==> src/rtl/alu_serial_addsub.sv <==
// Multi-cycle add/subtract unit: processes WIDTH-bit operands SLICE bits per clock,
// LSB slice first, with a persistent carry flag for multi-word ADC/SBC chains.
module alu_serial_addsub #(
    parameter int WIDTH = 8,
    parameter int SLICE = 2
) (
    input  logic             clk,
    input  logic             rst_n,
    input  logic             start,
    input  logic [1:0]       op,
    input  logic [WIDTH-1:0] a,
    input  logic [WIDTH-1:0] b,
    output logic             busy,
    output logic             done,
    output logic [WIDTH-1:0] result,
    output logic             carry_flag,
    output logic             zero_flag,
    output logic             neg_flag,
    output logic             ovf_flag
);

    localparam int N  = WIDTH / SLICE;
    localparam int CW = (N > 1) ? $clog2(N) : 1;

    if (WIDTH < 2 || SLICE < 1 || (WIDTH % SLICE) != 0) begin : g_bad_params
        $error("alu_serial_addsub: WIDTH must be >= 2 and a multiple of SLICE");
    end

    // Handshake: start is sampled only while busy=0; done pulses for one cycle
    // on the edge that commits result and flags.
    typedef enum logic {IDLE, RUN} state_t;

    state_t           state;
    state_t           state_next;
    logic [CW-1:0]    cnt;
    logic [WIDTH-1:0] a_q;
    logic [WIDTH-1:0] b_q;
    logic [WIDTH-1:0] acc;
    logic             carry_q;

    logic [WIDTH-1:0] b_eff;
    logic             cin0;
    logic [SLICE:0]   slice_sum;
    logic [WIDTH-1:0] acc_next;
    logic             ovf_next;
    logic             last;
    logic             accept;

    always_comb begin
        b_eff  = op[0] ? ~b : b;
        // ADD: 0, SUB: 1, ADC/SBC: the flag as committed before this edge
        cin0   = op[1] ? carry_flag : op[0];
        slice_sum = {1'b0, a_q[SLICE-1:0]} + {1'b0, b_q[SLICE-1:0]}
                  + {{SLICE{1'b0}}, carry_q};
        acc_next  = (acc >> SLICE) | (WIDTH'(slice_sum[SLICE-1:0]) << (WIDTH - SLICE));
        // carry into the MSB is recovered as a ^ b ^ sum at that bit
        ovf_next  = a_q[SLICE-1] ^ b_q[SLICE-1] ^ slice_sum[SLICE-1] ^ slice_sum[SLICE];
        last      = (cnt == CW'(N - 1));
        accept    = (state == IDLE) && start;
    end

    always_ff @(posedge clk or negedge rst_n) begin
        if (!rst_n) begin
            state <= IDLE;
        end else begin
            state <= state_next;
        end
    end

    always_comb begin
        state_next = state;
        case (state)
            IDLE:    if (start) state_next = RUN;
            RUN:     if (last)  state_next = IDLE;
            default: state_next = IDLE;
        endcase
    end

    assign busy = (state == RUN);

    always_ff @(posedge clk or negedge rst_n) begin
        if (!rst_n) begin
            cnt        <= '0;
            a_q        <= '0;
            b_q        <= '0;
            acc        <= '0;
            carry_q    <= 1'b0;
            done       <= 1'b0;
            result     <= '0;
            carry_flag <= 1'b0;
            zero_flag  <= 1'b1;
            neg_flag   <= 1'b0;
            ovf_flag   <= 1'b0;
        end else begin
            done <= 1'b0;
            if (accept) begin
                a_q     <= a;
                b_q     <= b_eff;
                carry_q <= cin0;
                cnt     <= '0;
                acc     <= '0;
            end else if (state == RUN) begin
                a_q     <= a_q >> SLICE;
                b_q     <= b_q >> SLICE;
                carry_q <= slice_sum[SLICE];
                acc     <= acc_next;
                cnt     <= cnt + CW'(1);
                if (last) begin
                    done       <= 1'b1;
                    result     <= acc_next;
                    carry_flag <= slice_sum[SLICE];
                    ovf_flag   <= ovf_next;
                    neg_flag   <= acc_next[WIDTH-1];
                    zero_flag  <= (acc_next == '0);
                end
            end
        end
    end

endmodule

==> config.mk <==
export PLATFORM = sky130hd
export DESIGN_NAME = alu_serial_addsub
export DESIGN_NICKNAME = d
export VERILOG_FILES = /design/src/rtl/alu_serial_addsub.sv
export SDC_FILE = /design/constraint.sdc
export NUM_CORES = 1
export LEC_CHECK = 0
export BUFFER_PORTS_ARGS = -buffer_cell sky130_fd_sc_hd__clkbuf_2
export CORE_ASPECT_RATIO = 0.75
export CORE_MARGIN = 5
export CORE_UTILIZATION = 48
export CTS_CLUSTER_SIZE = 10
export DETAILED_ROUTE_END_ITERATION = 16
export PLACE_DENSITY = 0.71
export SYNTH_ARGS = -nofsm -noshare
export SYNTH_HDL_FRONTEND = slang
export SYNTH_SLANG_ARGS = --single-unit
==> constraint.sdc <==
create_clock -name clk -period 1.7 [get_ports clk]
set_input_delay 0.085 -clock clk [delete_from_list [all_inputs] [get_ports clk]]
set_output_delay 0.085 -clock clk [all_outputs]
set_load 0.01 [all_outputs]
**Word-level counts from Yosys, hierarchy flattened**

Index checks and enable logic that the tools add are counted.

- Input bits: 21
- Word-level logic and storage cells: 45
- Register bits: 41
- Output and inout bits: 14

- Reduce and logical (&&, ||, !) cells: 4
- Bitwise gates (word level): 7
- Mux-type cells: 18
- Equal/unequal tests: 1
- Add/sub/neg operators: 3

Operator list:

| cell | number |
|---|---|
| $mux W8 | 7 |
| $logic_not A8 Y1 | 1 |
| $mux W1 | 8 |
| $not A8 Y8 | 1 |
| $or A6 B8 Y8 | 1 |
| $mux W2 | 2 |
| $add A2 B2 Y3 | 1 |
| $add A3 B1 Y3 | 1 |
| $reduce_and A3 Y1 | 1 |
| $xor A1 B1 Y1 | 3 |
| $add A2 B1 Y2 const B | 1 |
| $eq A2 B2 Y1 const B | 1 |
| $not A1 Y1 | 2 |
| $pmux W1 S2 | 1 |
| $reduce_bool A2 Y1 | 1 |
| $logic_and A1 B1 Y1 | 1 |

**Depth between registers and ports, before layout**

Gate-level depths: netlist (run 1).

- Word-level depth: 5
- Gate-level depth with buffers: 6
- Mapped depth without buffers: 6

**Worst setup path after synthesis (run 1)**

Ideal clock, no wire load.

- Path kind: register to register
- Start point: reg a_q[0]
- End point: reg ovf_flag
- Clock period less this slack: 1815 ps
- Slack: -115 ps
- Path buffers: 0
- Arrival: 1694 ps
- Cell stages (with the launch flop): 7
- Required time: 1579 ps
- Library setup time: 121 ps
- Path through: dfrtp_1 > inv_1 > fa_1 > fa_1 > xor2_1 > xnor2_1 > o21ai_1

- Cells in the longest elaborated chain, start to end: 4

Ends and longest elaborated chain:

| item | RTL line | text |
|---|---|---|
| from (decl) | 36 | `logic [WIDTH-1:0] a_q;` |
| from (signal assigned) | 103 | `a_q <= a_q >> SLICE;` |
| $add A2 B2 Y3 (*) | 53 | `slice_sum = {1'b0, a_q[SLICE-1:0]} + {1'b0, b_q[SLICE-1:0]}` |
| $add A3 B1 Y3 (*) | 54 | `+ {{SLICE{1'b0}}, carry_q};` |
| $xor A1 B1 Y1 | 57 | `ovf_next = a_q[SLICE-1] ^ b_q[SLICE-1] ^ slice_sum[SLICE-1] ^ slice_sum[SLICE];` |
| $xor A1 B1 Y1 (*) | 57 |  |
| to (signal assigned) | 112 | `ovf_flag <= ovf_next;` |
| to (decl) | 19 | `output logic ovf_flag` |

Every way passes the cells marked *; elsewhere a longest branch is shown, timed or not.
A chain may end at the register's enable or synchronous reset.

**Worst setup path in the final report (run 1)**

- Start point: reg carry_q
- End point: reg ovf_flag

- Cells in the longest elaborated chain, start to end: 3

Ends and longest elaborated chain:

| item | RTL line | text |
|---|---|---|
| from (decl) | 39 | `logic carry_q;` |
| from (signal assigned) | 99 | `carry_q <= cin0;` |
| from (signal assigned) | 105 | `carry_q <= slice_sum[SLICE];` |
| $add A3 B1 Y3 (*) | 54 |  |
| $xor A1 B1 Y1 | 57 |  |
| $xor A1 B1 Y1 (*) | 57 |  |

Marks and branches as above.

==> summary.md, run 1 <==
| Metric | Value |
|---|---|
| Clock share of power | `0.206` |
| Core region area | `around 0.0036 mm^2` |
| Post-route ant nets | `0` |
| Hold Startpoint | `a[6]` |
| Placed instance area | `~0.0020 mm^2` |
| Root Buffer | `clkbuf_8` |
| DR pass1 iterations | `4` |
| Syn avg cell area | `11.8 um^2` |
| CP Launch Type | `register` |
| Int Pwr | `0.00253 W` |
| Worst hold path type | `in -> reg` |
| Slowest cell on crit path | `fa_1` |
| Final Critical Period | `about 1.8 ns` |
| CP Data Arrival Time | `~2.0 ns` |
| CP top delay family | `adder cells` |
| Initial antenna violation count | `0` |
| Worst vdd ir | `0.812 mV` |
| Grt total ovfl | `0` |
| Global-route wire length before repair | `about 5600 um` |
| P&R area growth vs syn | `21.5%` |
| Die Width | `79.8 um` |
| Cell variety after synth | `22` |
| Post-Synthesis Cells | `149` |
| Yosys top cell area share | `0.528` |
| IO Port Bufs | `34` |
| R2R cell count | `6` |
| Synthesis Warnings | `0` |
| Fmax | `550 MHz` |
| Starting Density | `0.488` |
| Sequential power share | `0.408` |
| R2R setup slack | `-0.12 ns` |
| Leakage | `1.07 nW` |
| Worst path bufs/invs | `1` |
| Final setup viols | `2` |
| Syn Nets | `174` |
| Psw | `around 0.0013 W` |
| Fin crit share | `1.07` |
| CP Capture Type | `register` |
| CTS Buf Count | `5` |
| Post-DP HPWL | `2320 um` |
| Synth area leader | `dfrtp_1` |
| Fraction of layout cells with a size suffix above 1 | `0.316` |
| Die outline height | `slightly above 60 um` |
| Pwr Density | `1780 mW/mm^2` |
| Final Core Density | `0.593` |
| Min Hold Slack | `0.0512 ns` |
| Drt wl/cell | `13.3 um` |
| Crit-path max FO | `3` |
| Hold Path Sink | `a_q[6]$_DFFE_PN0P_` |
| Critical path cell sequence | `inv_2, fa_2, fa_1, xor2_1, xnor2_1, o21ai_1` |
| Total wire length | `3220 um` |
| Sequential-to-total area share from yosys stat | `0.543` |
| Rows | `19` |
| Layout Skew | `roughly 0.012 ns` |
| Setup WS post-layout | `-0.117 ns` |
| Hold depth | `3` |
| Critical Path RT | `1.88 ns` |
| Worst slew margin | `0.507` |
| Die area | `0.00497 mm^2` |
| Status | `finished, violations left` |
| DRC viols | `0` |
| Placed insts | `231` |
| Largest net degree at the start of global routing | `33` |
| Comb pwr share | `0.386` |
| Worst skew pair latency | `0.29 ns` |
| Max cap viols | `0` |
| Nets | `214` |
| CTS Buffer Depth | `2` |
| Failing checks | `negative setup slack` |
| H-tree lvl count | `2` |
| Final GP Congestion | `0.790` |
| Sw Share | `0.335` |
| Initial DRC count | `44` |
| Vias in the first global route | `1,186` |
| Overall power | `0.00380 W` |
| N_diodes | `0` |
| RR Endpoint | `ovf_flag$_DFFE_PN0P_` |
| Setup Crit Path Kind | `reg -> reg` |
| Clock slew at reported path FFs | `0.08 ns` |
| Tot GR Track Use | `0.145` |
| Final std cells w/o fill | `242` |
| # IOs | `35` |
| Area contributors post-synth | `dfrtp_1 53%, mux2i_1 8.6%, o21ai_1 5.1%` |
| Slowest stage delay, CP | `0.55 ns` |
| CTS tree | `done` |
| Number of synthesized register bits | `38` |
| Via density | `4.79` |
| Cell Area, Synth | `0.00175 mm^2` |
| Finished Cell Area | `0.00213 mm^2` |
| Vias after detailed routing | `about 1,200` |
| FF-to-FF Start | `carry_q$_DFFE_PN0P_` |
| RSZ-0062 raised after global routing | `yes` |
| Final Hold Violating Endpoints | `0` |
| # clock sinks | `38` |
| Final Max Slew Viols | `0` |
| Pin slew with the least headroom to its limit | `0.740 ns` |
cells in the mapped netlist (all sizes together):
| library cell | count |
|---|---|
| o21ai | 21 |
| fa | 2 |
| a22o | 5 |
| dfstp | 1 |
| ha | 2 |
| inv | 7 |
| buf | 9 |
| dfrtp | 37 |
| nor4b | 2 |
| xor2 | 7 |
| xnor2 | 3 |
| a211oi | 2 |
| mux2i | 15 |
| mux2 | 6 |
| nor2 | 7 |
| a211o | 1 |
| nand2 | 22 |
cell families (layout without fill, tap and decap cells):
logic type | Yosys count | in the layout | share of synthesized area
AO/OA/AOI/OAI | 29 | 29 | 0.0985
XOR/XNOR | 10 | 10 | 0.0500
AND/OR/NAND/NOR | 31 | 31 | 0.0807
flip-flops | 38 | 38 | 0.543
buffers and inverters | 16 | 57 | 0.0535
multiplexers | 21 | 21 | 0.137
adder cells (fa/ha/maj) | 4 | 4 | 0.0371
worst max path at each step:
stage	startpoint	to	depth (start not counted)
after floorplan	carry_q$_DFFE_PN0P_	ovf_flag$_DFFE_PN0P_	6
after global placement	carry_q$_DFFE_PN0P_	ovf_flag$_DFFE_PN0P_	6
after detailed placement	carry_q$_DFFE_PN0P_	ovf_flag$_DFFE_PN0P_	6
after CTS	carry_q$_DFFE_PN0P_	ovf_flag$_DFFE_PN0P_	6
after global routing	carry_q$_DFFE_PN0P_	ovf_flag$_DFFE_PN0P_	6
final	carry_q$_DFFE_PN0P_	ovf_flag$_DFFE_PN0P_	6
worst min-delay path, stage by stage:
cell and delay [ns]:
clkbuf_2 0.08, mux2i_1 0.06, nor2_1 0.08
area by class of cell:
class                      count  area (um^2)
clock buffer                   7         86.3
inverter                       7         26.3
tap                           52         65.1
multi-input combinational     95          724
sequential                    38          952
clock inverter                 1         30.0
timing repair buffer          42          245
fill                         308         1460
layer usage:
metal | share of wire | GRT usage
met5 | 0 | 0
met4 | 0.015 | 0.0570
met3 | 0.047 | 0.0477
met2 | 0.45 | 0.205
met1 | 0.49 | 0.206
per-stage QoR:
step           setup TNS [ns]  setup WS, ns
2_1_floorplan          -0.148        -0.101
6_report               -0.228        -0.117
3_5_place_dp           -0.299        -0.159
3_3_place_gp           -0.189        -0.124
4_1_cts                -0.232        -0.117
5_1_grt                -0.500        -0.253
sequential cells by signal, indices dropped and copies added (netlist names):
| signal | cells |
|---|---|
| acc | 6 |
| result | 8 |
| busy | 1 |
| carry_q | 1 |
| cnt | 2 |
| b_q | 8 |
| zero_flag | 1 |
| ovf_flag | 1 |
| carry_flag | 1 |
| done | 1 |
| a_q | 8 |
power by group through the flow:
stage | Sequential, W | Combinational (W) | Clock [W]
3_5_place_dp | 0.00156 | 0.00141 | 0
2_1_floorplan | 0.00153 | 0.000988 | 0
3_3_place_gp | 0.00154 | 0.00137 | 0
5_1_grt | 0.00161 | 0.00163 | 0.000847
4_1_cts | 0.00154 | 0.00143 | 0.000800
6_report | 0.00155 | 0.00146 | 0.000783
cells in the final DEF, fill, tap and decap left out, types with 2 or more instances in the layout:
| master | instances |
|---|---|
| a211oi_1 | 2 |
| buf_4 | 6 |
| dfrtp_1 | 37 |
| clkbuf_2 | 34 |
| o21ai_1 | 19 |
| inv_1 | 6 |
| xnor2_1 | 3 |
| mux2_4 | 6 |
| a22o_1 | 5 |
| nand2_1 | 21 |
| mux2i_1 | 15 |
| clkbuf_8 | 6 |
| ha_1 | 2 |
| nor2_1 | 6 |
| xor2_1 | 7 |
| o21ai_0 | 2 |
timing repair:
item                                   in CTS  in global routing
pin swaps                                   2                  0
setup buffers                               1                  1
hold buffers                                1                  0
gates resized for setup                     0                  2
setup endpoints to repair                   3                  3
endpoints found under the hold margin      28                  0
Power figures use the tool's default switching activity.
==> inputs of run 2 (changes only) <==
ABC_AREA = 1   (was default)
==> run 2 against run 1 <==
- die area decreased by 0.85%
- worst hold slack got worse by 0.043 ns
- combinational power rose by 5%
- the run still ends with negative setup slack left
- critical endpoint is now acc[7]$_DFFE_PN0P_
- first-iteration DRC count increased by 27%
- flip-flop and latch count unchanged
- sequential share of layout area is 1.5 points higher
- global-route usage grew 0.86 points
- clock skew shrank 0.0025 ns
- cell count grew 9.5%
==> summary.md, run 2 <==
| Metric | Value |
|---|---|
| Initial antenna violation count | `0 (unchanged)` |
| Die Width | `79.4 um (-0.44%)` |
| CTS tree | `done` |
| Clock slew at reported path FFs | `0.07 ns (about the same)` |
| Tot GR Track Use | `0.154 (+0.00864)` |
| Fraction of layout cells with a size suffix above 1 | `0.262 (-0.0536)` |
| Commonest cells after routing, fill and taps aside | `51 x nand2_1, 37 x dfrtp_1, 34 x clkbuf_2` |
| Pwr Density | `1770 mW/mm^2 (-0.79%)` |
| Drt wl/cell | `12.2 um (-8.4%)` |
| Yosys top cell area share | `0.534 (+0.00533)` |
| CP top delay family | `adder cells` |
| Sequential-to-total area share from yosys stat | `0.549 (+0.00548)` |
| IO Port Bufs | `34 (unchanged)` |
| Grt total ovfl | `0 (unchanged)` |
| Final Hold Violating Endpoints | `0 (unchanged)` |
| Failing checks | `negative setup slack` |
| Finished Cell Area | `0.00206 mm^2 (-3.2%)` |
| Global-route wire length before repair | `5730 um (+1.8%)` |
| Biggest regs | `a_q (8), b_q (8), result (8)` |
| Final Max Slew Viols | `0 (unchanged)` |
| Post-Synthesis Cells | `182 (+22%)` |
| Final Core Density | `0.610 (+0.0171)` |
| Pin slew with the least headroom to its limit | `0.408 ns (-0.332 ns)` |
| Post-synth EDFFs | `0 (unchanged)` |
| CTS Buf Count | `5 (unchanged)` |
| Initial DRC count | `56 (+27%)` |
| # clock sinks | `38 (unchanged)` |
| Syn Nets | `207 (+19%)` |
| Core region area | `0.00338 mm^2 (-5.9%)` |
| List of most frequent post-synthesis cells | `51 x nand2_1, 37 x dfrtp_1, 18 x o21ai_0` |
| Largest family of logic cells by synthesized area | `simple AND/OR/NAND/NOR gates` |
| Worst skew pair latency | `0.29 ns (about the same)` |
| Worst hold path type | `in -> reg` |
| Status | `finished, violations left` |
| Total wire length | `3230 um (+0.28%)` |
| Number of synthesized register bits | `38 (unchanged)` |
| Nets | `249 (+16%)` |
| Mux share of post-synthesis cell area | `0 (-0.137)` |
| Fin crit share | `1.03 (-0.0420)` |
| Root Buffer | `clkbuf_8` |
| Post-route ant nets | `0 (unchanged)` |
| Critical path cell sequence | `inv_2, fa_2, fa_2, buf_4, buf_4, o22ai_2` |
| Starting Density | `0.514 (+0.0254)` |
| Fmax | `573 MHz (+4.1%)` |
| Most frequent cell after synthesis | `nand2_1` |
| DR pass1 iterations | `4 (unchanged)` |
| Synth area leader | `dfrtp_1` |
| DRC viols | `0 (unchanged)` |
| Final Critical Period | `1.75 ns (-0.0714 ns)` |
| Worst vdd ir | `0.740 mV (-8.9%)` |
| Final setup viols | `3 (+1)` |
| Rows | `18 (-1)` |
| CP Launch Type | `register` |
| Largest net degree at the start of global routing | `23 (-30%)` |
| Slowest stage delay, CP | `0.58 ns (+0.03 ns)` |
| Max cap viols | `0 (unchanged)` |
| Via density | `4.84 (+1.0%)` |
| Leakage | `1.06 nW (-0.91%)` |
| Simple-gate share of the synthesized area | `0.180 (+0.0996)` |
| # IOs | `35 (unchanged)` |
| Cell Area, Synth | `0.00174 mm^2 (-1.0%)` |
| Post-DP HPWL | `2400 um (+3.3%)` |
| Layout Skew | `0.00955 ns (-0.00247 ns)` |
| Overall power | `0.00365 W (-3.9%)` |
| Synthesis Warnings | `0 (unchanged)` |
| Cell variety after synth | `22 (unchanged)` |
| H-tree lvl count | `2 (unchanged)` |
| Setup Crit Path Kind | `reg -> reg` |
| XOR/XNOR Fraction of Synth Area | `0.0404 (-0.00959)` |
| Setup WS post-layout | `-0.0456 ns (+0.0714 ns)` |
| RSZ-0062 raised after global routing | `yes` |
| Syn avg cell area | `9.54 um^2 (-19%)` |
| Synth Area in Compound Gates | `0.116 (+0.0176)` |
| CP Data Arrival Time | `1.92 ns (-0.08 ns)` |
| Die area | `0.00493 mm^2 (-0.85%)` |
| Worst path bufs/invs | `3 (+2)` |
| Area contributors post-synth | `dfrtp_1 53%, nand2_1 11%, o21ai_0 5.2%` |
| Vias after detailed routing | `1,283 (+11%)` |
| P&R area growth vs syn | `18.8%` |
| Post-synthesis adder-cell area fraction | `0.0375 (+0.000375)` |
| Async SR Flop Fraction | `1.00 (unchanged)` |
| N_diodes | `0 (unchanged)` |
| Placed instance area | `0.00193 mm^2 (-2.7%)` |
| Commonest non-fill, non-tap cell in the layout | `nand2_1` |
| Die outline height | `62.1 um (-0.42%)` |
| Final GP Congestion | `0.806 (+2.1%)` |
| Slowest cell on crit path | `fa_2` |
| Post-synth top flop | `dfrtp_1` |
| Worst slew margin | `0.728 (+0.221)` |
| Vias in the first global route | `1,257 (+6.0%)` |
| CP Capture Type | `register` |
| Critical Path RT | `1.87 ns (about the same)` |
| Setup TNS | `-0.118 ns (+0.111 ns)` |
| Crit-path max FO | `4 (+1)` |
| CTS Buffer Depth | `2 (unchanged)` |
-- run 2: final timing paths --
kind,slack (ns),endpoint,depth (start not counted),from
worst max-delay path,-0.05,acc[7]$_DFFE_PN0P_,6,a_q[0]$_DFFE_PN0P_
worst min-delay path,0.008,a_q[7]$_DFFE_PN0P_,3,a[7]
worst max register to register,-0.05,acc[7]$_DFFE_PN0P_,6,a_q[0]$_DFFE_PN0P_
worst min register to register,0.47,zero_flag$_DFFE_PN1P_,2,zero_flag$_DFFE_PN1P_
max in group asynchronous,0.86,zero_flag$_DFFE_PN1P_,3,rst_n
min in group asynchronous,0.25,a_q[5]$_DFFE_PN0P_,2,rst_n
-- run 2: kinds of logic after synthesis --
group,Yosys count
xor+xnor,8
flops,38
compound gates,34
buf+inv,25
simple gates,73
fa+ha+maj,4
-- run 2: metrics by stage --
stage,std cells,hold slack [ns],worst slack (ns)
floorplan,182,-0.211,0.00140
global placement,253,0.0215,-0.0471
detailed placement,253,0.0228,-0.0750
CTS,264,0.00505,-0.0262
global route,265,0.00959,-0.125
finish,265,0.00838,-0.0456
-- run 2: report_power, final --
group | internal (W) | total (W) | switching (W) | leakage (nW)
sequential | 0.00128 | 0.00148 | 0.000201 | 0.491
clock | 0.000327 | 0.000626 | 0.000299 | 0.0482
combinational | 0.000678 | 0.00154 | 0.000864 | 0.525
total | 0.00228 | 0.00365 | 0.00136 | 1.06
-- run 2: routing by layer --
metal	part of all wire	routed length (um)	vias up	global-route usage
li1	-	-	664	-
met1	0.51	1660	588	0.209
met2	0.42	1370	29	0.241
met3	0.052	169	2	0.0490
met4	0.0084	27	0	0.0441
met5	0	0	-	0
-- run 2: area by class of cell --
cell class,instances,area (um^2)
clock buffer,7,86.3
clock inverter,1,5.00
fill,305,1320
inverter,18,72.6
multi-input combinational,119,661
sequential,38,952
tap,40,50.0
timing repair buffer,42,235
-- run 2: worst register-to-register path: stages, from the launching register on --
cell and delay, ns:
dfrtp_1 0.34, inv_2 0.05, fa_2 0.38, fa_2 0.58, buf_4 0.12, buf_4 0.10, o22ai_2 0.07
-- run 2: repair_timing --
item	4_1_cts	5_1_grt
hold buffers	2	0
setup endpoints to repair	2	3
pin swaps	1	1
gates resized for setup	2	2
buffers inserted	1	1
hold endpoints to repair	15	0
==> inputs of run 3 (changes only) <==
CORE_MARGIN = default   (was 5)
==> run 3 against run 2 <==
- the flow still finishes with violations (negative setup slack)
- critical path depth up 2
- wire length up 2.6%
- die area down 22%
- cell count unchanged
- flip-flop and latch count unchanged
- critical path type unchanged
- clock-buffer cell count unchanged
- power up 1.4%
- clock skew down 0.0056 ns
==> summary.md, run 3 (synthesized netlist as in run 2, its figures left out) <==
| Metric | Value |
|---|---|
| Vias after detailed routing | `1,286 (+0.23%)` |
| Root Buffer | `clkbuf_8` |
| Vias in the first global route | `1,211 (-3.7%)` |
| Placed instance area | `0.00193 mm^2 (+0.26%)` |
| P&R area growth vs syn | `19.9%` |
| Setup Crit Path Kind | `reg -> reg` |
| Core region area | `0.00338 mm^2 (unchanged)` |
| FF-to-FF Start | `a_q[0]$_DFFE_PN0P_` |
| Setup TNS | `-0.166 ns (-0.0485 ns)` |
| Drt wl/cell | `12.5 um (+2.6%)` |
| CTS Buffer Depth | `2 (unchanged)` |
| Hold Path Sink | `a_q[3]$_DFFE_PN0P_` |
| Pre-CTS WS | `-0.106 ns (-0.0309 ns)` |
| # IOs | `35 (unchanged)` |
| Final Hold Violating Endpoints | `0 (unchanged)` |
| Worst slew margin | `0.665 (-0.0636)` |
| Largest net degree at the start of global routing | `23 (unchanged)` |
| Post-route ant nets | `0 (unchanged)` |
| R2R setup slack | `-0.10 ns (-0.06 ns)` |
| Max cap viols | `0 (unchanged)` |
| Fmax | `555 MHz (-3.1%)` |
| Finished Cell Area | `0.00208 mm^2 (+0.91%)` |
| Starting Density | `0.514 (unchanged)` |
| Initial DRC count | `67 (+20%)` |
| Layout Skew | `0.00398 ns (-0.00557 ns)` |
| RSZ-0062 raised after global routing | `yes` |
| CP Data Arrival Time | `1.98 ns (+0.06 ns)` |
| Final setup viols | `4 (+1)` |
| Die area | `0.00386 mm^2 (-22%)` |
| CP Launch Type | `register` |
| Nets | `249 (unchanged)` |
| CP Capture Type | `register` |
| R2R cell count | `8 (+2)` |
| Global-route wire length before repair | `5460 um (-4.7%)` |
| Commonest cells after routing, fill and taps aside | `50 x nand2_1, 37 x dfrtp_1, 34 x clkbuf_2` |
| H-tree lvl count | `2 (unchanged)` |
| Tot GR Track Use | `0.197 (+0.0433)` |
| Final Max Slew Viols | `0 (unchanged)` |
| Hold depth | `3 (unchanged)` |
| Worst vdd ir | `0.705 mV (-4.7%)` |
| DRC viols | `0 (unchanged)` |
| Biggest regs | `a_q (8), b_q (8), result (8)` |
| Worst hold path type | `in -> reg` |
| Grt total ovfl | `0 (unchanged)` |
| # clock sinks | `38 (unchanged)` |
| Min Hold Slack | `0.00188 ns (-0.00650 ns)` |
| Clock slew at reported path FFs | `0.07 ns (about the same)` |
| Initial antenna violation count | `0 (unchanged)` |
| Via density | `4.85 (+0.23%)` |
| DR pass1 iterations | `4 (unchanged)` |
| Filler instances | `285 (-6.6%)` |
| CTS Buf Count | `5 (unchanged)` |
| Fin crit share | `1.06 (+0.0328)` |
| Pin slew with the least headroom to its limit | `0.503 ns (+0.0954 ns)` |
| Crit path from | `a_q[0]$_DFFE_PN0P_` |
| Total wire length | `3320 um (+2.6%)` |
| Post-DP HPWL | `2290 um (-4.6%)` |
| Final GP Congestion | `0.782 (-2.9%)` |
| Hold Startpoint | `a[3]` |
| Critical Path RT | `1.87 ns (about the same)` |
| Die outline height | `54.1 um (-13%)` |
| CTS tree | `done` |
| RR Endpoint | `ovf_flag$_DFFE_PN0P_` |
| N_diodes | `0 (unchanged)` |
| Commonest non-fill, non-tap cell in the layout | `nand2_1` |
| IO Port Bufs | `34 (unchanged)` |
| Crit-path max FO | `4 (unchanged)` |
| Final Critical Period | `1.80 ns (+0.0557 ns)` |
| Setup WS post-layout | `-0.101 ns (-0.0557 ns)` |
| Leakage | `1.07 nW (+0.24%)` |
| Status | `finished, violations left` |
| Area of the multi-input gates | `662 um^2 (+0.19%)` |
| Failing checks | `negative setup slack` |
| Pwr Density | `1780 mW/mm^2 (+0.52%)` |
| Rows | `18 (unchanged)` |
| Sequential Area | `952 um^2 (unchanged)` |
| Fraction of layout cells with a size suffix above 1 | `0.267 (+0.00444)` |
| Worst skew pair latency | `0.29 ns (about the same)` |
| Die Width | `71.4 um (-10%)` |
## run 3: cell types whose count changed in the layout (fill, tap and decap cells not counted)
cell           before  now
inv_2               3    4
dlygate4sd3_1       2    4
inv_1              13   12
o22ai_2             1    0
nand2_1            51   50
buf_4               6    3
nor2_2              0    2
nor2_1             13   11
o22ai_1             5    6
nand2_2             0    1
buf_12              0    1
## run 3: per-layer routing
metal	vias up	GRT usage	wire length, um
li1	662	-	-
met1	586	0.265	1760
met2	30	0.290	1360
met3	8	0.0618	136
met4	0	0.100	59
met5	-	0	0
## run 3: how the worst max path moves through the flow
stage,end,slack (ns)
floorplan,ovf_flag$_DFFE_PN0P_,0.001
global route,ovf_flag$_DFFE_PN0P_,-0.17
finish,ovf_flag$_DFFE_PN0P_,-0.10
CTS,ovf_flag$_DFFE_PN0P_,-0.05
detailed placement,ovf_flag$_DFFE_PN0P_,-0.11
global placement,ovf_flag$_DFFE_PN0P_,-0.05
## run 3: stage by stage
step	utilization	total power (W)	cells
after global routing	0.616	0.00401	265
after floorplan	-	0.00252	182
after detailed placement	0.572	0.00291	252
final	0.616	0.00370	265
after global placement	0.572	0.00287	252
after CTS	0.614	0.00362	265
## run 3: what timing repair did
| item | CTS | global route |
|---|---|---|
| resized for setup | 2 | 5 |
| pin swaps | 2 | 2 |
| setup buffers | 1 | 0 |
| hold buffers | 4 | 0 |
| setup endpoints to repair | 2 | 4 |
| hold endpoints to repair | 21 | 0 |
## run 3: cell type report
cell class,count,share of cell area
tap,40,0.0241
sequential,38,0.458
timing repair buffer,42,0.121
clock inverter,1,0.00241
inverter,18,0.0349
multi-input combinational,119,0.318
clock buffer,7,0.0415
## run 3: report_power, final
| part | internal, W | switching (W) |
|---|---|---|
| Clock | 0.000327 | 0.000308 |
| Sequential | 0.00128 | 0.000218 |
| Combinational | 0.000660 | 0.000909 |
| Total | 0.00226 | 0.00143 |
## run 3: worst max-delay path, cell delays in order, from the launching register on
cell     delay (ns)
dfrtp_1        0.34
inv_2          0.05
fa_2           0.39
fa_2           0.61
nand2_2        0.07
inv_2          0.07
nor2_2         0.04
nand2_1        0.05
nand3_1        0.07
